File: src/rtl/pwm_multi_if.sv
// ============================================================================
// Module   : pwm_multi_if
// Brief    : Control/status bundle between the register block and pwm_multi.
// Revision : 1.0  initial release
// ============================================================================
`default_nettype none
`timescale 1ns/1ps

interface pwm_multi_if #(
   parameter int NumChannels = 4,
   parameter int CtrSize     = 16
);
   logic                           en_i;
   logic                           center_align_i;
   logic [CtrSize-1:0]             max_counter_i;
   logic [NumChannels*CtrSize-1:0] pulse_width_i;
   logic [NumChannels-1:0]         invert_i;
   logic                           update_i;
   logic                           update_pending_o;
   logic                           period_end_o;
   logic [NumChannels-1:0]         modulated_o;

   modport slave (
      input  en_i, center_align_i, max_counter_i, pulse_width_i, invert_i, update_i,
      output update_pending_o, period_end_o, modulated_o
   );

   modport master (
      output en_i, center_align_i, max_counter_i, pulse_width_i, invert_i, update_i,
      input  update_pending_o, period_end_o, modulated_o
   );
endinterface

`default_nettype wire

File: src/rtl/pwm_multi.sv
// ============================================================================
// Module   : pwm_multi
// Brief    : Multi-channel edge/center-aligned PWM with period-boundary shadow load.
// Revision : 1.0  initial release
// ============================================================================
`default_nettype none
`timescale 1ns/1ps

module pwm_multi #(
   parameter int NumChannels = 4,
   parameter int CtrSize     = 16
) (
   input  wire logic     clk_i,
   input  wire logic     rst_i,
   pwm_multi_if.slave    bus
);

   localparam logic               c_DIR_UP = 1'b0;
   localparam logic               c_DIR_DN = 1'b1;
   localparam logic [CtrSize-1:0] c_ONE    = {{(CtrSize-1){1'b0}}, 1'b1};

   logic [CtrSize-1:0]     r_cnt;
   logic                   r_dir;
   logic [CtrSize-1:0]     r_max;
   logic                   r_mode;
   logic [CtrSize-1:0]     r_pw [NumChannels];
   logic                   r_pending;
   logic [NumChannels-1:0] r_mod;

   logic [CtrSize-1:0]     w_cnt_nxt;
   logic                   w_dir_nxt;
   logic                   w_running;
   logic                   w_wrap;
   logic                   w_load;
   logic [NumChannels-1:0] w_mod_nxt;

   assign w_running = bus.en_i && (r_max != '0);

   // Next-state: counter/direction sequencing for both alignment modes
   always_comb begin
      w_cnt_nxt = '0;
      w_dir_nxt = c_DIR_UP;
      if (w_running) begin
         if (!r_mode) begin
            if (r_cnt != r_max) w_cnt_nxt = r_cnt + c_ONE;
         end else if (r_dir == c_DIR_UP) begin
            if (r_cnt != r_max) begin
               w_cnt_nxt = r_cnt + c_ONE;
            end else if (r_max != c_ONE) begin
               w_cnt_nxt = r_max - c_ONE;
               w_dir_nxt = c_DIR_DN;
            end
         end else begin
            if (r_cnt != c_ONE) begin
               w_cnt_nxt = r_cnt - c_ONE;
               w_dir_nxt = c_DIR_DN;
            end
         end
      end
   end

   // Outputs/decodes: the wrap cycle is the only safe point to swap shadows
   always_comb begin
      w_wrap = w_running && (w_cnt_nxt == '0);
      w_load = (bus.update_i || r_pending) && (!w_running || w_wrap);
   end

   for (genvar c = 0; c < NumChannels; c++) begin : g_ch
      assign w_mod_nxt[c] = (w_running && (r_pw[c] > r_cnt)) ^ bus.invert_i[c];
   end

   always_ff @(posedge clk_i) begin
      if (rst_i) begin
         r_cnt     <= '0;
         r_dir     <= c_DIR_UP;
         r_max     <= '0;
         r_mode    <= 1'b0;
         r_pending <= 1'b0;
         r_mod     <= '0;
         for (int c = 0; c < NumChannels; c++) r_pw[c] <= '0;
      end else begin
         r_cnt <= w_cnt_nxt;
         r_dir <= w_load ? c_DIR_UP : w_dir_nxt;
         r_mod <= w_mod_nxt;
         if (w_load) begin
            r_max     <= bus.max_counter_i;
            r_mode    <= bus.center_align_i;
            r_pending <= 1'b0;
            for (int c = 0; c < NumChannels; c++)
               r_pw[c] <= bus.pulse_width_i[c*CtrSize +: CtrSize];
         end else if (bus.update_i) begin
            r_pending <= 1'b1;
         end
      end
   end

   assign bus.update_pending_o = r_pending;
   assign bus.period_end_o     = w_wrap;
   assign bus.modulated_o      = r_mod;

endmodule

`default_nettype wire

File: src/flat_wrapper.sv
// flat-port wrapper written by rule: the top's interface ports become plain ports
module pwm_multi_flat 
#(
   parameter int NumChannels = 4,
   parameter int CtrSize     = 16
)
  (clk_i, rst_i, bus_en_i, bus_center_align_i, bus_max_counter_i, bus_pulse_width_i, bus_invert_i, bus_update_i, bus_update_pending_o, bus_period_end_o, bus_modulated_o);
  pwm_multi_if #(.NumChannels(NumChannels), .CtrSize(CtrSize)) bus_i ();
  input  wire logic clk_i;
  input  wire logic rst_i;
  input wire logic [$bits(bus_i.en_i)-1:0] bus_en_i;
  input wire logic [$bits(bus_i.center_align_i)-1:0] bus_center_align_i;
  input wire logic [$bits(bus_i.max_counter_i)-1:0] bus_max_counter_i;
  input wire logic [$bits(bus_i.pulse_width_i)-1:0] bus_pulse_width_i;
  input wire logic [$bits(bus_i.invert_i)-1:0] bus_invert_i;
  input wire logic [$bits(bus_i.update_i)-1:0] bus_update_i;
  output wire logic [$bits(bus_i.update_pending_o)-1:0] bus_update_pending_o;
  output wire logic [$bits(bus_i.period_end_o)-1:0] bus_period_end_o;
  output wire logic [$bits(bus_i.modulated_o)-1:0] bus_modulated_o;
  assign bus_i.en_i = bus_en_i;
  assign bus_i.center_align_i = bus_center_align_i;
  assign bus_i.max_counter_i = bus_max_counter_i;
  assign bus_i.pulse_width_i = bus_pulse_width_i;
  assign bus_i.invert_i = bus_invert_i;
  assign bus_i.update_i = bus_update_i;
  assign bus_update_pending_o = bus_i.update_pending_o;
  assign bus_period_end_o = bus_i.period_end_o;
  assign bus_modulated_o = bus_i.modulated_o;
  pwm_multi #(.NumChannels(NumChannels), .CtrSize(CtrSize)) u_core (.clk_i(clk_i), .rst_i(rst_i), .bus(bus_i));
endmodule
File: config.mk
export PLATFORM = sky130hd
export DESIGN_NAME = pwm_multi_flat
export DESIGN_NICKNAME = d
export VERILOG_FILES = /design/src/rtl/pwm_multi_if.sv /design/src/rtl/pwm_multi.sv /design/src/flat_wrapper.sv
export SDC_FILE = /design/constraint.sdc
export NUM_CORES = 1
export LEC_CHECK = 0
export ABC_AREA = 0
export CORE_MARGIN = 5
export CORE_UTILIZATION = 39
export DETAILED_ROUTE_END_ITERATION = 8
export PLACE_DENSITY_LB_ADDON = 0.15
export SYNTH_ARGS = -nofsm -noshare
export SYNTH_HDL_FRONTEND = slang
export SYNTH_SLANG_ARGS = --single-unit
File: constraint.sdc
create_clock -name clk_i -period 3.95 [get_ports clk_i]
set_clock_uncertainty 0.05 [all_clocks]
set_input_delay 0.79 -clock clk_i [delete_from_list [all_inputs] [get_ports clk_i]]
set_output_delay 0.79 -clock clk_i [all_outputs]
set_load 0.05 [all_outputs]
==> impl_metrics.tcl <==
set metrics [dict create \
    status "complete, but fails checks" \
    violations "negative setup slack" \
    vias_per_cell 5.35 \
    grt_pass1_vias 6158 \
    syn-instance-count 702 \
    vdd_drop_max_v 0.000478 \
    stdcell_count 1109 \
    cts_sinks 103 \
    synthTopCellsByCount "71 x and2_1, 70 x ha_1, 64 x edfxtp_1, 39 x dfxtp_1, 36 x nand2b_1" \
    crit_arrival_ns 3.18 \
    num-fill-cells 1573 \
    synth_area_leader_cell "edfxtp_1" \
    syn_nets 861 \
    drive_gt1_share_pct 22.5 \
    drtIter0Drc 309 \
    die_w_um 143 \
    drt_wl_total_um 22200 \
    place_congestion 0.927 \
    drv_slew 0 \
    clockBufferDepth 2 \
    netlist_area_mm2 0.00691 \
    rsz0062_at_grt "yes" \
    synth-edff-count 64 \
    dp_hpwl_um 17600 \
    min_period_ns 4.02 \
    start_util_pct 39.8 \
    dpl.cell_count 1083 \
    yosys_warnings 0 \
    hold_class "reg2reg" \
    grt_pass1_wl_um 33700 \
    dr.pass1.iters 5 \
    antenna_found_initial 0 \
    root_buffer "clkbuf_16" \
    synth.most_common_cell "and2_1" \
    synth.area.top_cells "edfxtp_1 28%, ha_1 13%, dfxtp_1 11%, and2_1 6.4%, nand2b_1 3.3%" \
    netlist.area_leader.share_pct 27.8 \
    die_h_um 143 \
    final_hold_viol_count 0 \
    gr-total-overflow 0 \
    syn_avg_cell_area_um2 9.84 \
    required_ns 3.11 \
    worst_pin_slew_ns 0.624 \
    track_usage_pct 21.8 \
    p_per_area_mw_per_mm2 851 \
    max_slew_margin_pct 58.3 \
    ant_nets 0 \
    async_flop_share_pct 0 \
    cts.clk_slew.worst_paths_ns 0.08 \
    dr_total_vias 5928 \
    htreeDepth 3 \
    cts_tree "yes" \
    layout_setup_ws_ns -0.0715 \
    die-area_mm2 0.0205 \
    start_kind "flip-flop" \
    critical_path.max_fanout 6 \
    ioPinCount 95 \
    total_power_uw 8010 \
    drcViolationCount 0 \
    endpoint_kind "output port" \
    ys_seq_area_share_pct 39.1 \
    diodes 0 \
    stdcell_area_mm2 0.00941 \
    fmax_ghz 0.249 \
    row_count 48 \
    grt_max_degree 65 \
    fin_crit_sh_pct 102 \
    cap_viol_max_count 0 \
    ys.flop_type "edfxtp_1" \
    synth_seq_cells 103 \
    placed_area_mm2 0.00873 \
    wl_per_cell_um 20.0 \
    portBuffers 94 \
    clock_latency_ns 0.36 \
    setup_viol 1 \
    crit_type "reg2out" \
    leakagePower_uw 0.00380 \
    cts_made_buffers 9 \
    coreArea_mm2 0.0174 \
    fin_nets 1039 \
    syn_to_final_growth_pct 36.2 \
    yosysUniqueCellTypes 60 \
]
==> cell families after synthesis <==
| group | after synthesis | synth area share [%] |
|---|---|---|
| AND/OR/NAND/NOR | 299 | 25.0 |
| XOR/XNOR | 47 | 5.96 |
| multiplexers | 19 | 2.79 |
| AO/OA/AOI/OAI | 105 | 10.4 |
| buffers and inverters | 59 | 4.11 |
| adder cells (fa/ha/maj) | 70 | 12.7 |
| flip-flops | 103 | 39.1 |
==> layer usage <==
metal	global-route usage, %	routed length, um	share of wire (%)	up-vias
met5	0	0	0	-
met4	9.55	909	4.1	0
met3	3.25	919	4.1	43
met2	39.6	11400	51	172
met1	25.3	8980	40	2817
li1	-	-	-	2896
==> power by group <==
group	total (uW)	internal, uW	switching (uW)
clock	888	442	446
sequential	2100	1770	335
combinational	5020	2380	2640
==> worst max-delay path, stage by stage (launching register included) <==
cell	delay (ns)
dfxtp_4	0.37
nor4_4	0.41
nand4_1	0.26
buf_6	0.21
nand4_1	0.10
buf_4	0.12
nor2_2	0.04
a211oi_2	0.25
buf_4	0.17
o211ai_1	0.10
nor4_1	0.28
buf_4	0.17
nand3_4	0.07
nor2_4	0.12
buf_12	0.14
==> state kept, by name (all words and copies together), names as in the netlist <==
register	cells
u_core.bus.modulated_o	4
u_core.bus.update_pending_o	1
u_core.r_cnt	16
u_core.r_dir	1
u_core.r_max	16
u_core.r_mode	1
u_core.r_pw	64
==> final cells by class <==
cell class | instances | area, um^2 | area share (%)
Multi-Input combinational cell | 540 | 4190 | 44.5
Sequential cell | 103 | 2740 | 29.1
Timing Repair Buffer | 202 | 1820 | 19.4
Tap cell | 225 | 282 | 2.99
Clock buffer | 9 | 225 | 2.39
Inverter | 24 | 90.1 | 0.957
Clock inverter | 6 | 61.3 | 0.652
==> worst paths after layout <==
path	start	to	slack [ns]	cells after the start
max	u_core.r_max[2]	bus_period_end_o	-0.07	14
min reg2reg	u_core.r_max[1]	u_core.r_max[1]	0.47	2
min	u_core.r_max[1]	u_core.r_max[1]	0.47	2
max reg2reg	u_core.r_max[4]	u_core.r_pw[1][7]	0.28	14
==> repair_timing <==
item / 4_1_cts / 5_1_grt
pin swaps: 10 / 17
endpoints found under the setup margin: 1 / 1
hold buffers: 0 / 0
setup buffers: 5 / 7
resized for setup: 37 / 43
gates cloned: 0 / 0
==> through the flow <==
| step | util (%) | setup slack [ns] | setup TNS, ns | hold WS, ns |
|---|---|---|---|---|
| floorplan | - | 0.0326 | 0 | 0.436 |
| global placement | 50.3 | -0.339 | -2.25 | 0.471 |
| detailed placement | 50.3 | -0.344 | -5.59 | 0.482 |
| CTS | 52.9 | -0.142 | -0.142 | 0.491 |
| global route | 54.2 | -0.169 | -0.169 | 0.505 |
| finish | 54.2 | -0.0715 | -0.0715 | 0.471 |
==> layout by cell type (no fill, tap or decap), types with 17 or more instances in the layout <==
cell type	count
buf_4	101
clkdlybuf4s50_1	93
and2_1	70
ha_1	68
edfxtp_1	64
nand2b_1	36
nor2_1	33
nand4_1	30
a21oi_1	29
xor2_1	25
nand2_1	25
dfxtp_1	23
xnor2_1	22
nor3_1	22
inv_1	21
mux2i_1	17
No activity file was read; power rests on OpenSTA's default activity.
